[config.mk]
export PLATFORM = sky130hd
export DESIGN_NAME = fulladder_bist
export DESIGN_NICKNAME = d
export VERILOG_FILES = /design/src/rtl/fulladder_pkg.sv /design/src/rtl/lfsr8.sv /design/src/rtl/fulladder_bist.sv
export SDC_FILE = /design/constraint.sdc
export NUM_CORES = 1
export LEC_CHECK = 0
export CAP_MARGIN = 20
export CORE_UTILIZATION = 45
export CTS_CLUSTER_DIAMETER = 200
export DETAILED_ROUTE_END_ITERATION = 8
export PLACE_DENSITY = 0.75
export SLEW_MARGIN = 0
export SYNTH_ARGS = -nofsm -noshare
export SYNTH_HDL_FRONTEND = slang
export SYNTH_SLANG_ARGS = --single-unit
[constraint.sdc]
create_clock -name clk -period 2.25 [get_ports clk]
set_clock_uncertainty 0.2 [all_clocks]
set_input_delay 0.45 -clock clk [delete_from_list [all_inputs] [get_ports clk]]
set_output_delay 0.45 -clock clk [all_outputs]
set_load 0.1 [all_outputs]
[src/rtl/fulladder_pkg.sv]
// Shared definitions for the full-adder BIST: state encoding, LFSR taps,
// delay-line entry layout and the golden full-adder function.
package fulladder_pkg;

  // FSM state encoding
  localparam logic [1:0] ST_IDLE  = 2'd0;
  localparam logic [1:0] ST_RUN   = 2'd1;
  localparam logic [1:0] ST_DRAIN = 2'd2;
  localparam logic [1:0] ST_DONE  = 2'd3;

  // x^8+x^6+x^5+x^4+1, left-shifting Fibonacci form: feedback from bits 7,5,4,3
  localparam logic [7:0] LFSR_TAPS = 8'hB8;

  // One slot of the expected-result delay line
  typedef struct packed {
    logic valid;
    logic cout;
    logic sum;
  } dl_entry_t;

  // Golden model, returns {cout, sum}
  function automatic logic [1:0] full_add(input logic a, input logic b, input logic cin);
    return {(a & b) | (cin & (a ^ b)), a ^ b ^ cin};
  endfunction

  // One LFSR step: shift left, feedback enters bit 0
  function automatic logic [7:0] lfsr_step(input logic [7:0] state);
    return {state[6:0], ^(state & LFSR_TAPS)};
  endfunction

endpackage

[src/rtl/lfsr8.sv]
// 8-bit Fibonacci LFSR with synchronous seed load and step enable.
module lfsr8
  import fulladder_pkg::*;
(
  input  logic       i_clk,
  input  logic       i_reset_n,
  input  logic       i_load,
  input  logic       i_step,
  input  logic [7:0] i_seed,
  output logic [7:0] o_state
);

  logic [7:0] r_state;

  // Reset and load both take the seed; otherwise advance on step
  always_ff @(posedge i_clk) begin
    if (!i_reset_n || i_load) begin
      r_state <= i_seed;
    end else if (i_step) begin
      r_state <= lfsr_step(r_state);
    end
  end

  assign o_state = r_state;

endmodule

[src/rtl/fulladder_bist.sv]
// Self-test engine for a registered 1-bit full adder: drives LFSR vectors,
// checks the adder's results against the golden model after LATENCY cycles,
// and reports counts plus a pass/fail verdict.
module fulladder_bist
  import fulladder_pkg::*;
#(
  parameter int unsigned N_VECTORS = 8,
  parameter int unsigned LATENCY   = 1,
  parameter logic [7:0]  LFSR_SEED = 8'hA5,
  parameter int unsigned CNT_W     = 16
) (
  input  logic             clk,
  input  logic             reset_n,
  input  logic             start,
  output logic             a,
  output logic             b,
  output logic             cin,
  input  logic             sum_in,
  input  logic             cout_in,
  output logic             busy,
  output logic             done,
  output logic             pass,
  output logic [CNT_W-1:0] vec_cnt,
  output logic [CNT_W-1:0] err_cnt
);

  localparam logic [CNT_W-1:0] LAST_VEC   = CNT_W'(N_VECTORS - 1);
  localparam logic [3:0]       LAST_DRAIN = 4'(LATENCY - 1);

  logic [1:0]       r_state, w_state_d;
  logic [2:0]       r_vec, w_vec_d;  // {cin, b, a}
  logic [CNT_W-1:0] r_issue_cnt, w_issue_d;
  logic [3:0]       r_drain_cnt, w_drain_d;
  logic [CNT_W-1:0] r_vec_cnt, w_vec_cnt_d;
  logic [CNT_W-1:0] r_err_cnt, w_err_cnt_d;
  logic             r_pass, w_pass_d;
  logic             r_start_q;
  logic             w_start_acc;
  logic             w_lfsr_load, w_lfsr_step;
  logic [7:0]       w_lfsr;
  logic [2:0]       w_next_vec;
  logic             w_issue;
  logic [1:0]       w_exp;
  logic             w_mismatch;
  dl_entry_t        r_dl [LATENCY];
  dl_entry_t        w_dl_out;

  lfsr8 u_lfsr (
    .i_clk     (clk),
    .i_reset_n (reset_n),
    .i_load    (w_lfsr_load),
    .i_step    (w_lfsr_step),
    .i_seed    (LFSR_SEED),
    .o_state   (w_lfsr)
  );

  // Only a fresh assertion starts a run, so a start held into DONE fires once
  assign w_start_acc = start && !r_start_q && (r_state == ST_IDLE || r_state == ST_DONE);
  assign w_next_vec  = 3'(lfsr_step(w_lfsr));
  assign w_issue     = (r_state == ST_RUN);
  assign w_exp       = full_add(r_vec[0], r_vec[1], r_vec[2]);
  assign w_dl_out    = r_dl[LATENCY-1];
  assign w_mismatch  = {cout_in, sum_in} != {w_dl_out.cout, w_dl_out.sum};

  // Result counters: cleared on run start, bumped on each valid compare
  always_comb begin
    w_vec_cnt_d = r_vec_cnt;
    w_err_cnt_d = r_err_cnt;
    if (w_start_acc) begin
      w_vec_cnt_d = '0;
      w_err_cnt_d = '0;
    end else if (w_dl_out.valid) begin
      w_vec_cnt_d = r_vec_cnt + CNT_W'(1);
      if (w_mismatch && !(&r_err_cnt)) begin
        w_err_cnt_d = r_err_cnt + CNT_W'(1);
      end
    end
  end

  // FSM next state, vector issue and LFSR control
  always_comb begin
    w_state_d   = r_state;
    w_vec_d     = r_vec;
    w_issue_d   = r_issue_cnt;
    w_drain_d   = r_drain_cnt;
    w_pass_d    = r_pass;
    w_lfsr_load = 1'b0;
    w_lfsr_step = 1'b0;
    unique case (r_state)
      ST_IDLE, ST_DONE: begin
        if (w_start_acc) begin
          w_state_d   = ST_RUN;
          w_lfsr_load = 1'b1;
          w_vec_d     = LFSR_SEED[2:0];
          w_issue_d   = '0;
          w_pass_d    = 1'b0;
        end
      end
      ST_RUN: begin
        if (r_issue_cnt == LAST_VEC) begin
          w_state_d = ST_DRAIN;
          w_vec_d   = '0;
          w_drain_d = '0;
        end else begin
          // Present the stepped value so a/b/cin track the LFSR state
          w_lfsr_step = 1'b1;
          w_vec_d     = w_next_vec;
          w_issue_d   = r_issue_cnt + CNT_W'(1);
        end
      end
      ST_DRAIN: begin
        if (r_drain_cnt == LAST_DRAIN) begin
          // Last compare lands on this edge, so judge the updated error count
          w_state_d = ST_DONE;
          w_pass_d  = (w_err_cnt_d == '0);
        end else begin
          w_drain_d = r_drain_cnt + 4'd1;
        end
      end
      default: w_state_d = ST_IDLE;
    endcase
  end

  // Control and result registers
  always_ff @(posedge clk) begin
    if (!reset_n) begin
      r_state     <= ST_IDLE;
      r_vec       <= '0;
      r_issue_cnt <= '0;
      r_drain_cnt <= '0;
      r_vec_cnt   <= '0;
      r_err_cnt   <= '0;
      r_pass      <= 1'b0;
    end else begin
      r_state     <= w_state_d;
      r_vec       <= w_vec_d;
      r_issue_cnt <= w_issue_d;
      r_drain_cnt <= w_drain_d;
      r_vec_cnt   <= w_vec_cnt_d;
      r_err_cnt   <= w_err_cnt_d;
      r_pass      <= w_pass_d;
    end
  end

  // Expected-result delay line, aligned to the adder's latency
  always_ff @(posedge clk) begin
    if (!reset_n) begin
      for (int j = 0; j < LATENCY; j++) begin
        r_dl[j] <= '0;
      end
    end else begin
      r_dl[0] <= {w_issue, w_exp};
      for (int j = 1; j < LATENCY; j++) begin
        r_dl[j] <= r_dl[j-1];
      end
    end
  end

  // Start history, sampled through reset so a start held across reset is not a new request
  always_ff @(posedge clk) begin
    r_start_q <= start;
  end

  assign a       = r_vec[0];
  assign b       = r_vec[1];
  assign cin     = r_vec[2];
  assign busy    = (r_state == ST_RUN) || (r_state == ST_DRAIN);
  assign done    = (r_state == ST_DONE);
  assign pass    = r_pass;
  assign vec_cnt = r_vec_cnt;
  assign err_cnt = r_err_cnt;

endmodule

* After elaboration in Yosys (flattened, before gate mapping) *
Memory sizes are Yosys's and may differ from the RTL's.
Cells that the tools add are included.

word-level totals
  input port bits = 5
  output and inout port bits = 38
  word-level logic and storage cells = 82
  register bits = 67
  memories = 1
  memory bits (writable) = 3

memory list
  memory  depth  bits a word  rd ports  clocked after Yosys merged registers in  write ports  RTL line              text
  r_dl    1      3            1         0                                        1            fulladder_bist.sv:45  dl_entry_t r_dl [LATENCY];

operators by class
  reduce and logical (&&, ||, !) cells = 25
  bitwise logic cells = 6
  equality and inequality tests = 10
  add/subtract/negate cells = 4
  multiplexer cells = 27

operators by type and width
  cell                   number
  $mux 16                5
  $add 16x1->16 const B  3
  $pmux 16 s2            1
  $eq 16x3->1 const B    1
  $logic_not 16->1       1
  $reduce_and 16->1      1
  $reduce_and 3->1       4
  $mux 1                 9
  $mux 3                 3
  $mux 4                 2
  $ne 2x2->1 const B     4
  $pmux 4 s2             1
  $reduce_xor 8->1       1
  $mux 2                 3
  $pmux 2 s3             1
  $pmux 3 s2             1
  $reduce_bool 2->1      3
  $add 4x1->4 const B    1
  $eq 2x2->1 const B     2
  $logic_not 4->1        1
  $reduce_or 2->1        2
  $logic_and 1x1->1      3
  $logic_not 1->1        3
  $logic_or 1x1->1       3
  other kinds (11)       13

* Longest topological paths before layout *
  depth after elaboration = 9
  depth in mapped cells = 9
  depth with buffers taken out = 8

* Modules after synthesis *
A second synthesis with hierarchy kept.

second synthesis, totals
  cells, all modules = 417
  area total of the unflattened synthesis = 3523.4 um^2

modules (own cells, without submodules)
  module          times used  area each (um^2)  sequential area each (um^2)  cells an instance
  fulladder_bist  1           3140.5            1241.2                       378
  lfsr8           1           382.9             240.2                        39

* Worst setup path before layout *
OpenSTA, ideal clock, no wires.

  path type = register to register
  start point = register r_err_cnt[0] (netlist: err_cnt[0])
  end point = register r_pass (netlist: pass)
  setup slack = -0.862 ns
  arrival = 2.839 ns
  required time = 1.977 ns
  clock period less this slack = 3.112 ns
  library setup time = 0.073 ns
  buffers on the path = 1
  cell stages (with the launch flop) = 9
  path through = dfxtp_1 ha_1 nand3_2 or4_1 buf_2 a211o_1 o211ai_2 nand4_1 o211ai_2

between the ends
  cells in the longest elaborated chain, start to end = 9
  elaborated cells between the ends (all ways) = 10
  classes of those cells = add/sub: 1; mux: 5; reduce/logical: 4

RTL lines
  item                                                   RTL line               text
  from (decl)                                            fulladder_bist.sv:35   logic [CNT_W-1:0] r_err_cnt, w_err_cnt_d;
  from (signal assigned)                                 fulladder_bist.sv:140  r_err_cnt <= w_err_cnt_d;
  branches (longest 4 deep; another with $add 16x1->16)  -
  $mux 16 (*)                                            fulladder_bist.sv:72   end else if (w_dl_out.valid) begin
  $mux 16 (*)                                            fulladder_bist.sv:69   if (w_start_acc) begin
  $logic_not 16->1 (*)                                   fulladder_bist.sv:115  w_pass_d = (w_err_cnt_d == '0);
  $mux 1 (*)                                             fulladder_bist.sv:112  if (r_drain_cnt == LAST_DRAIN) begin
  $pmux 1 s2 (*)                                         fulladder_bist.sv:89   unique case (r_state)
  to (signal assigned)                                   fulladder_bist.sv:141  r_pass <= w_pass_d;
  to (decl)                                              fulladder_bist.sv:36   logic r_pass, w_pass_d;

Every way passes the cells marked *. The select of a mux whose other input is x is not followed.
A chain may end at the register's enable or synchronous reset.

* Final worst setup path *
  start point = register r_err_cnt[9] (netlist: err_cnt[9])
  end point = register r_pass (netlist: pass)

Same word-level chain as after synthesis.

==> metrics.log <==
INFO  metric start_kind = register
INFO  metric gpl.final_weighted_congestion = 0.839
INFO  metric drt-wirelength-per-cell = 13.9 um
INFO  metric preCtsSetupSlack = -0.411 ns
INFO  metric clk_transition_reported_paths = 0.08 ns
INFO  metric timing_worst_setup_path_type = reg2reg
INFO  metric slowest_delay = 0.61 ns
INFO  metric syn-instance-count = 426
INFO  metric crit_path_arrival_time = 2.32 ns
INFO  metric numClockSinks = 70
INFO  metric critical_path.endpoint_type = register
INFO  metric rsz0062_at_grt = yes
INFO  metric post_synth_mux_area_share = 0.0114
INFO  metric vias = 3280
INFO  metric number_of_port_buffers = 42
INFO  metric cp_data_required_time = 2.34 ns
INFO  metric synth_sequential_area_ratio = 0.388
INFO  metric pin_count = 43
INFO  metric total_power = 0.00416 W
INFO  metric vias_per_cell = 5.34
INFO  metric syn_area = 3610 sq um
INFO  metric synth-simple-area-share = 0.286
INFO  metric powerDensity = 867 nW/um^2
INFO  metric cts_buffers = 9
INFO  metric layout_common_cells = buf_4 (84), nor2_1 (58), dfxtp_1 (46)
INFO  metric post_layout_nonfiller_instances = 614
INFO  metric path_cells = nand4_1 > or4_4 > a211o_1 > o211ai_2 > nand4_1 > o211ai_2
INFO  metric path_max_fanout = 10
INFO  metric timing.hold.worst.class = reg2reg
INFO  metric lkg_pwr = 1.81 nW
INFO  metric largest_family_of_logic_cells_by_synthesized_area = simple AND/OR/NAND/NOR gates
INFO  metric chipWidth = 91.6 um
INFO  metric floorplan.initialDensity = 0.467
INFO  metric timing.hold.ws = 0.262 ns
INFO  metric worst_ir_drop_vdd = 1160 uV
INFO  metric slew_violations = 0
INFO  metric core = 7730 sq um
INFO  metric detailed_place_hpwl = 6030 um
INFO  metric grt_first_pass_wirelength = 14400 um
INFO  metric die_area = 8390 sq um
INFO  metric max-slew-margin-rel = 0.700
INFO  metric antenna_found_initial = 0
INFO  metric grt_usage = 0.214
INFO  metric complex_gate_fraction_of_the_synthesized_area = 0.117
INFO  metric timing.final.crit_period = 2.23 ns
INFO  metric antenna_cells_inserted = 0
INFO  metric grt_max_degree = 34
INFO  metric status = completed
INFO  metric relative_area_change_from_synthesis_to_final_layout = 32.8%
INFO  metric crit_slowest_cell = or4_4
INFO  metric number_of_global_route_vias_before_repair = 3168
INFO  metric ctsHtreeMaxLevel = 3
INFO  metric synth-async-reset-ratio = 0
INFO  metric max_slew.worst_pin.slew = 0.446 ns
INFO  metric route.antenna.remaining_nets = 0
INFO  metric final_setup_viols = 0
INFO  metric die_height = 91.6 um
INFO  metric grt.overflow.total = 0
INFO  metric post_cts_hold_buffer_count = 0
INFO  metric postSynthNetCount = 441
INFO  metric synthesized_area_per_cell = 8.48 sq um
INFO  metric maxClockFrequency = 448 MHz
INFO  metric dpl_cell_area = 4490 sq um
INFO  metric drive_gt1_frac = 0.330
INFO  metric synth_top_flop_cell = dfxtp_1
INFO  metric post_synth_xor_xnor_area = 0.112
INFO  metric ys.warnings.count = 0
INFO  metric finalHoldViolCount = 0
INFO  metric ys_types = 61
INFO  metric mostFrequentLayoutCell = buf_4
INFO  metric maxCapViolations = 0
INFO  metric insertion_delay = 0.35 ns
INFO  metric min_period_over_period = 0.993
INFO  metric cts_root_buffer = clkbuf_8
INFO  metric finalWorstSetupSlack = 0.0161 ns
INFO  metric synth-edff-count = 0
INFO  metric final_net_count = 522
INFO  metric post-route-cell-area = 4800 sq um
INFO  metric placedCellCount = 595
INFO  metric row_count = 32
INFO  metric clock_tree.buffer_depth = 2
INFO  metric detailedRoute.firstIterationViolations = 160
INFO  metric first_pass_iters = 4
INFO  metric synth.ff_latch_count = 70
INFO  metric postRouteWirelength = 8560 um
INFO  metric synthAdderAreaFrac = 0.0367
INFO  metric drc_errors = 0
INFO  metric tritoncts = built
==> final timing paths <==
check	slack (ns)	depth (start not counted)	from	endpoint
setup reg to reg	0.02	6	err_cnt[9]$_SDFF_PN0_	pass$_SDFFE_PN0P_
setup / recovery	0.02	6	err_cnt[9]$_SDFF_PN0_	pass$_SDFFE_PN0P_
hold / removal	0.26	2	u_lfsr.o_state[6]$_SDFFE_PP0P_	u_lfsr.o_state[6]$_SDFFE_PP0P_
hold reg to reg	0.26	2	u_lfsr.o_state[6]$_SDFFE_PP0P_	u_lfsr.o_state[6]$_SDFFE_PP0P_
==> sequential cells by signal, indices dropped and copies added, names as in the netlist <==
signal and count:
err_cnt 16, pass 1, r_dl 3, r_drain_cnt 4
r_issue_cnt 16, r_start_q 1, r_state 2, r_vec 3
u_lfsr.o_state 8, vec_cnt 16
==> cell families after synthesis <==
logic type / after synthesis
flops: 70
fa+ha+maj: 10
mux: 4
compound gates: 60
xor+xnor: 46
buf+inv: 32
simple gates: 204
==> through the flow <==
step | util | TNS (ns)
after floorplan | - | -0.373
after global placement | 0.581 | -2.62
after detailed placement | 0.581 | -3.12
after CTS | 0.611 | 0
after global routing | 0.621 | -0.122
final | 0.621 | 0
==> per-layer routing <==
| metal | up-vias | track usage | part of all wire |
|---|---|---|---|
| met2 | 64 | 0.362 | 0.49 |
| li1 | 1667 | - | - |
| met5 | - | 0 | 0 |
| met4 | 0 | 0.0913 | 0.020 |
| met3 | 14 | 0.0360 | 0.034 |
| met1 | 1535 | 0.268 | 0.46 |
==> cells in the mapped netlist, types with 9 or more instances <==
master    number  area (sq um)
dfxtp_1       70          1400
nor2_1        59           221
nand2_1       45           169
nand3_1       28           140
xor2_1        24           210
xnor2_1       22           193
a21oi_1       21           105
nand4_1       16           100
inv_1         11          41.3
o21ai_0       10          50.1
clkbuf_1       9          33.8
ha_1           9           113
nor3_1         9          45.0
==> layout make-up <==
type,count,area [sq um]
timing repair buffer,91,731
inverter,11,45.0
fill,667,2930
sequential,70,1470
clock inverter,3,20.0
multi-input combinational,324,2210
clock buffer,13,191
tap,102,128
==> where the power goes <==
part           internal, W  total (W)  switching, W  leakage [nW]
Combinational     0.000628    0.00165       0.00102          1.12
Sequential         0.00134    0.00145      0.000109         0.584
Clock             0.000569    0.00106      0.000494         0.111
==> worst max-delay path, delay by kind of cell (launching register included) <==
kind	cells	cell delay [ns]
AO/OA/AOI/OAI	3	0.58
flip-flops	1	0.41
AND/OR/NAND/NOR	3	0.98
==> repair_timing <==
item                                    4_1_cts  5_1_grt
endpoints found under the hold margin         0        0
setup buffers                                 1        2
pin swaps                                     1        5
gates resized for setup                       2       12
endpoints found under the setup margin        2       16
No activity file was read; power rests on OpenSTA's default activity.
